--- config.mk ---
export PLATFORM = sky130hd
export DESIGN_NAME = regfile_wb
export DESIGN_NICKNAME = d
export VERILOG_FILES = /design/src/rtl/regfile_wb.sv
export SDC_FILE = /design/constraint.sdc
export NUM_CORES = 2
export LEC_CHECK = 0
export ABC_AREA = 0
export CAP_MARGIN = 20
export CORE_MARGIN = 2
export CORE_UTILIZATION = 41
export DETAILED_ROUTE_END_ITERATION = 10
export HOLD_SLACK_MARGIN = 0.05
export SLEW_MARGIN = 10
export SYNTH_ARGS = -nofsm -noshare
export SYNTH_HDL_FRONTEND = slang
export SYNTH_SLANG_ARGS = --single-unit
--- constraint.sdc ---
create_clock -name clk -period 3.6 [get_ports clk]
set_clock_uncertainty 0.2 [all_clocks]
set_input_delay 0.36 -clock clk [delete_from_list [all_inputs] [get_ports clk]]
set_output_delay 0.36 -clock clk [all_outputs]
set_load 0.005 [all_outputs]
--- src/rtl/regfile_wb.sv ---
// ----------------------------------------------------------------------------
// regfile_wb
//
// General-purpose register file and write-back endpoint for the five-stage
// pipeline. It commits the execute-path write-back triple into a
// REG_NUM x DATA_W register array. It serves two combinational decode-stage
// operand reads. It also keeps a per-register pending scoreboard, so decode
// can tell which operands have an issued producer that has not yet written
// back.
//
// Optional feature (compile-time macro):
//   REGFILE_BYPASS_EN - forward wdata_i to a read port whose address matches
//                       the write-back address in the same cycle. The same
//                       hit also masks that port's pending flag.
//
// Ports:
//   clk          single clock, all state updates on the rising edge
//   rst          asynchronous active-low reset (0 = reset asserted)
//   we_i         write-back enable
//   waddr_i      write-back register address
//   wdata_i      write-back data
//   re1_i        read port 1 enable
//   raddr1_i     read port 1 address
//   rdata1_o     read port 1 data
//   pend1_o      read port 1 operand not yet available
//   re2_i, raddr2_i, rdata2_o, pend2_o : read port 2, same as port 1
//   pset_i       mark a destination pending (issued producer)
//   paddr_i      destination register to mark
//   any_pend_o   at least one register pending (registered view)
// ----------------------------------------------------------------------------
module regfile_wb #(
    parameter int DATA_W  = 32,
    parameter int ADDR_W  = 5,
    parameter int REG_NUM = 32
) (
    input  logic              clk,
    input  logic              rst,
    input  logic              we_i,
    input  logic [ADDR_W-1:0] waddr_i,
    input  logic [DATA_W-1:0] wdata_i,
    input  logic              re1_i,
    input  logic [ADDR_W-1:0] raddr1_i,
    output logic [DATA_W-1:0] rdata1_o,
    output logic              pend1_o,
    input  logic              re2_i,
    input  logic [ADDR_W-1:0] raddr2_i,
    output logic [DATA_W-1:0] rdata2_o,
    output logic              pend2_o,
    input  logic              pset_i,
    input  logic [ADDR_W-1:0] paddr_i,
    output logic              any_pend_o
);

    // ------------------------------------------------------------------
    // State
    // ------------------------------------------------------------------
    logic [DATA_W-1:0]  regs_q [REG_NUM];
    logic [DATA_W-1:0]  regs_d [REG_NUM];
    logic [REG_NUM-1:0] pend_q;
    logic [REG_NUM-1:0] pend_d;

    logic wr_en;
    logic set_en;

    // r0 is hard-wired, so a write or pending-mark aimed at it is a no-op.
    assign wr_en  = we_i   && (waddr_i != '0);
    assign set_en = pset_i && (paddr_i != '0);

    // ------------------------------------------------------------------
    // Next-state: array write and scoreboard update
    // ------------------------------------------------------------------
    always_comb begin
        regs_d = regs_q;
        pend_d = pend_q;
        if (wr_en) begin
            regs_d[waddr_i] = wdata_i;
            pend_d[waddr_i] = 1'b0;
        end
        // Apply the set after the clear. On a same-address race, the newly
        // issued producer keeps the register pending.
        if (set_en) begin
            pend_d[paddr_i] = 1'b1;
        end
        pend_d[0] = 1'b0;
    end

    // ------------------------------------------------------------------
    // Registers. Reset clears the whole array asynchronously, so storage
    // is flop based rather than RAM based.
    // ------------------------------------------------------------------
    generate
        for (genvar gi = 0; gi < REG_NUM; gi++) begin : g_reg
            always_ff @(posedge clk or negedge rst) begin
                if (!rst) begin
                    regs_q[gi] <= '0;
                end else begin
                    regs_q[gi] <= regs_d[gi];
                end
            end
        end
    endgenerate

    always_ff @(posedge clk or negedge rst) begin
        if (!rst) begin
            pend_q <= '0;
        end else begin
            pend_q <= pend_d;
        end
    end

    // ------------------------------------------------------------------
    // Read ports. Both ports share one implementation, indexed by gi.
    // ------------------------------------------------------------------
    logic              re_v    [2];
    logic [ADDR_W-1:0] raddr_v [2];

    assign re_v[0]    = re1_i;
    assign re_v[1]    = re2_i;
    assign raddr_v[0] = raddr1_i;
    assign raddr_v[1] = raddr2_i;

    generate
        for (genvar gi = 0; gi < 2; gi++) begin : g_rd
            logic              hit;
            logic [DATA_W-1:0] rdata_g;
            logic              pend_g;

`ifdef REGFILE_BYPASS_EN
            assign hit = wr_en && re_v[gi] && (raddr_v[gi] == waddr_i);
`else
            assign hit = 1'b0;
`endif

            always_comb begin
                rdata_g = '0;
                pend_g  = 1'b0;
                // Outputs read as zero while reset is asserted, when the
                // port is disabled, or when the port addresses r0.
                if (rst && re_v[gi] && (raddr_v[gi] != '0)) begin
                    if (hit) begin
                        rdata_g = wdata_i;
                    end else begin
                        rdata_g = regs_q[raddr_v[gi]];
                    end
                    // A forwarded operand is available now, even though its
                    // pending bit clears only at the coming edge.
                    pend_g = pend_q[raddr_v[gi]] && !hit;
                end
            end
        end
    endgenerate

    assign rdata1_o = g_rd[0].rdata_g;
    assign pend1_o  = g_rd[0].pend_g;
    assign rdata2_o = g_rd[1].rdata_g;
    assign pend2_o  = g_rd[1].pend_g;

    // Registered view of the scoreboard. pend_q is already zero while reset
    // is asserted.
    assign any_pend_o = |pend_q;

endmodule

==> flow_summary_export.csv <==
group,metric,value,unit
flow_run,cap_violations,0,
sta,worst_pin_slew,1.08,ns
drt,finalWirelength,198,mm
grt,grt_use_total,0.277,
cts,path_clk_slew,0.06,ns
critical_path,rrSetupSlack,2.53,ns
synth,syn_avg_cell_area,13.5,sq um
pwr,powerDensity,538,nW/um^2
synth,synth_ff_type,"dfrtp_1",
grt,grt_pass1_vias,39600,
synth,synth_edf_count,0,
sta,rsz0062_at_grt,"false",
cells_and_area,area_growth_syn_to_layout,16.1,%
cts,htree_levels,3,
synth,yosysMostFrequentCell,"mux2_2",
cts,cts-buffers-inserted,116,
floorplanning,die_y,378,microns
grt,busiest_layer,"met2",
pwr,power.leakage,29.3,nW
cells_and_area,nNetsFinal,4339,
cells_and_area,multiInputGateArea,29000,sq um
grt,antenna_found_initial,7,
floorplanning,dieArea,143000,sq um
grt,grt_util_met1,0.394,
floorplanning,initial_core_util,0.412,
cells_and_area,stdcell_area,66400,sq um
synth,yosysWarnings,0,
grt,grt_max_degree,167,
sta,fin_crit_sh,0.981,
placement,port_buffers,124,
sta,clock.fmax,283,MHz
worst_hold_path,hold_path.class,"in -> async",
pwr,finalPower,0.0358,W
synth,yosys.area.top_type_share,0.461,
sta,setup_viol,0,
sta,period_needed,3.53,ns
critical_path,critPathKind,"in -> out",
grt,grt_overflow,0,
cts,clock-sinks,1055,
cts,cts_root_buf,"clkbuf_16",
placement,dp_hpwl,124,mm
status,status,"finished, final reports clean",
cts,cts_tree,"done",
sta,max_slew_margin,0.276,
drt,dr_total_vias,39200,
synth,netlist_top_cells_count,"mux2_2 (1,149), dfrtp_1 (1,055), mux2i_1 (422)",
grt,grt_util_met3,0.0458,
drt,first_pass_iters,5,
sta,hold_viol_final,0,
critical_path,start_kind,"primary input",
sta,maxSlewViolCount,0,
floorplanning,coreArea,139000,sq um
grt,met2_usage,0.428,
synth,synth.area.top_cells,"dfrtp_1 (46%), mux2_2 (23%), mux4_2 (11%)",
critical_path,worst_ep_required_time,3.04,ns
synth,synthCells,4236,
drt,drt_iter0_drc,4023,
critical_path,arrival,2.97,ns
drt,wl_per_cell,31.6,microns
floorplanning,core.rowCount,137,
synth,synth_area,57200,sq um
drt,drt-vias-per-instance,6.27,
drt,route.detailed.drc,0,
synth,ys_seq_area_frac,0.461,
synth,synth_seq_cells,1055,
synth,synth_top_cell_by_area,"dfrtp_1",
synth,synthesis.nets,4294,
grt,grt_pass1_wl,288,mm
cts,insertion_delay,0.74,ns
pwr,irDropWorstVdd,0.000336,V
synth,synth.distinct_cells,49,
cells_and_area,seq_area,26400,sq um
placement,placed_cell_area,62000,sq um
floorplanning,io_pins,125,
cts,clk_path_buf_depth,3,
cells_and_area,drive_gt1_frac,0.456,
floorplanning,fp.dieW,378,microns
drt,drtAntennaViolNets,0,
synth,synthArstFlopShare,1.00,
critical_path,crit_fanout,10,
cells_and_area,fillers,12200,
placement,gp_congestion,0.841,
critical_path,critPathCaptureType,"primary output",
## routing by layer
layer,wire [microns],share of wire
met5,26,0.00013
met4,7180,0.036
met3,14600,0.074
met2,90100,0.46
met1,85900,0.43
## power breakdown
part / internal, W / switching, W / leakage, nW
Combinational: 0.00423 / 0.00305 / 13.8
Clock: 0.00741 / 0.00521 / 1.97
Sequential: 0.0141 / 0.00173 / 13.5
Total: 0.0258 / 0.00999 / 29.3
## logic make-up (layout without fill, tap and decap cells)
logic type / count (synthesis) / in the layout / share of synthesized area
muxes: 1859 / 1859 / 0.413
DFF: 1055 / 1055 / 0.461
buffers and inverters: 482 / 623 / 0.0373
AOI/OAI and AO/OA: 454 / 454 / 0.0565
and+or+nand+nor: 386 / 386 / 0.0317
other: 0 / 4 / 0
## flip-flops by register name, summed over array words and instances, names as in the netlist
signal / cells
regs_q: 1024
pend_q: 31
## cells in the final DEF, fill, tap and decap left out, drive strengths merged, types with 45 or more instances in the layout
cell and instances:
mux2 1149, dfrtp 1055, mux2i 422, mux4 288, buf 280, clkbuf 166
nand2 142, clkdlybuf4s50 111, a22oi 108, nor2 84, a21oi 65, o21ai 53
nor2b 47, o22ai 45
## path summary, 6_finish.rpt
check                                    startpoint                  endpoint  depth (start not counted)
hold reg to reg            regs_q[1009]$_DFFE_PN0P_  regs_q[1009]$_DFFE_PN0P_                          0
hold / removal                                  rst   regs_q[599]$_DFFE_PN0P_                          3
setup reg to reg                pend_q[7]$_DFF_PN0_       pend_q[7]$_DFF_PN0_                          2
max in group asynchronous                       rst   regs_q[783]$_DFFE_PN0P_                          6
setup / recovery                              re2_i              rdata2_o[29]                          6
min in group clk           regs_q[1009]$_DFFE_PN0P_  regs_q[1009]$_DFFE_PN0P_                          0
## worst max-delay path: stages
cell             delay (ns)
clkdlybuf4s50_1        0.63
and3_2                 0.32
buf_4                  0.29
nand3_1                0.15
a32oi_1                0.57
clkdlybuf4s50_1        0.63
## area by class of cell
type	count	area share
antenna	4	0.000151
clock buffer	165	0.0499
clock inverter	49	0.0103
inverter	14	0.000791
multi-input combinational	2699	0.437
sequential	1055	0.397
tap	1876	0.0353
timing repair buffer	395	0.0694
## metrics by stage
step,setup WS (ns),cells,TNS (ns),utilization,hold slack [ns]
finish,0.0700,6257,0,0.478,0.136
floorplan,1.16,4236,0,-,-0.136
CTS,0.0486,6235,0,0.476,0.0954
global placement,-0.639,6007,-0.639,0.446,0.0481
detailed placement,-0.200,6012,-0.200,0.446,0.0465
global route,0.00921,6254,0,0.478,0.137
## timing repair
| action | in CTS | in global routing |
|---|---|---|
| endpoints found under the setup margin | 2 | 1 |
| hold endpoints to repair | 93 | 0 |
| resized for setup | 3 | 1 |
| pin swaps | 2 | 0 |
| hold buffers | 2 | 0 |
| buffers inserted | 7 | 0 |
No activity file was read; power rests on OpenSTA's default activity.
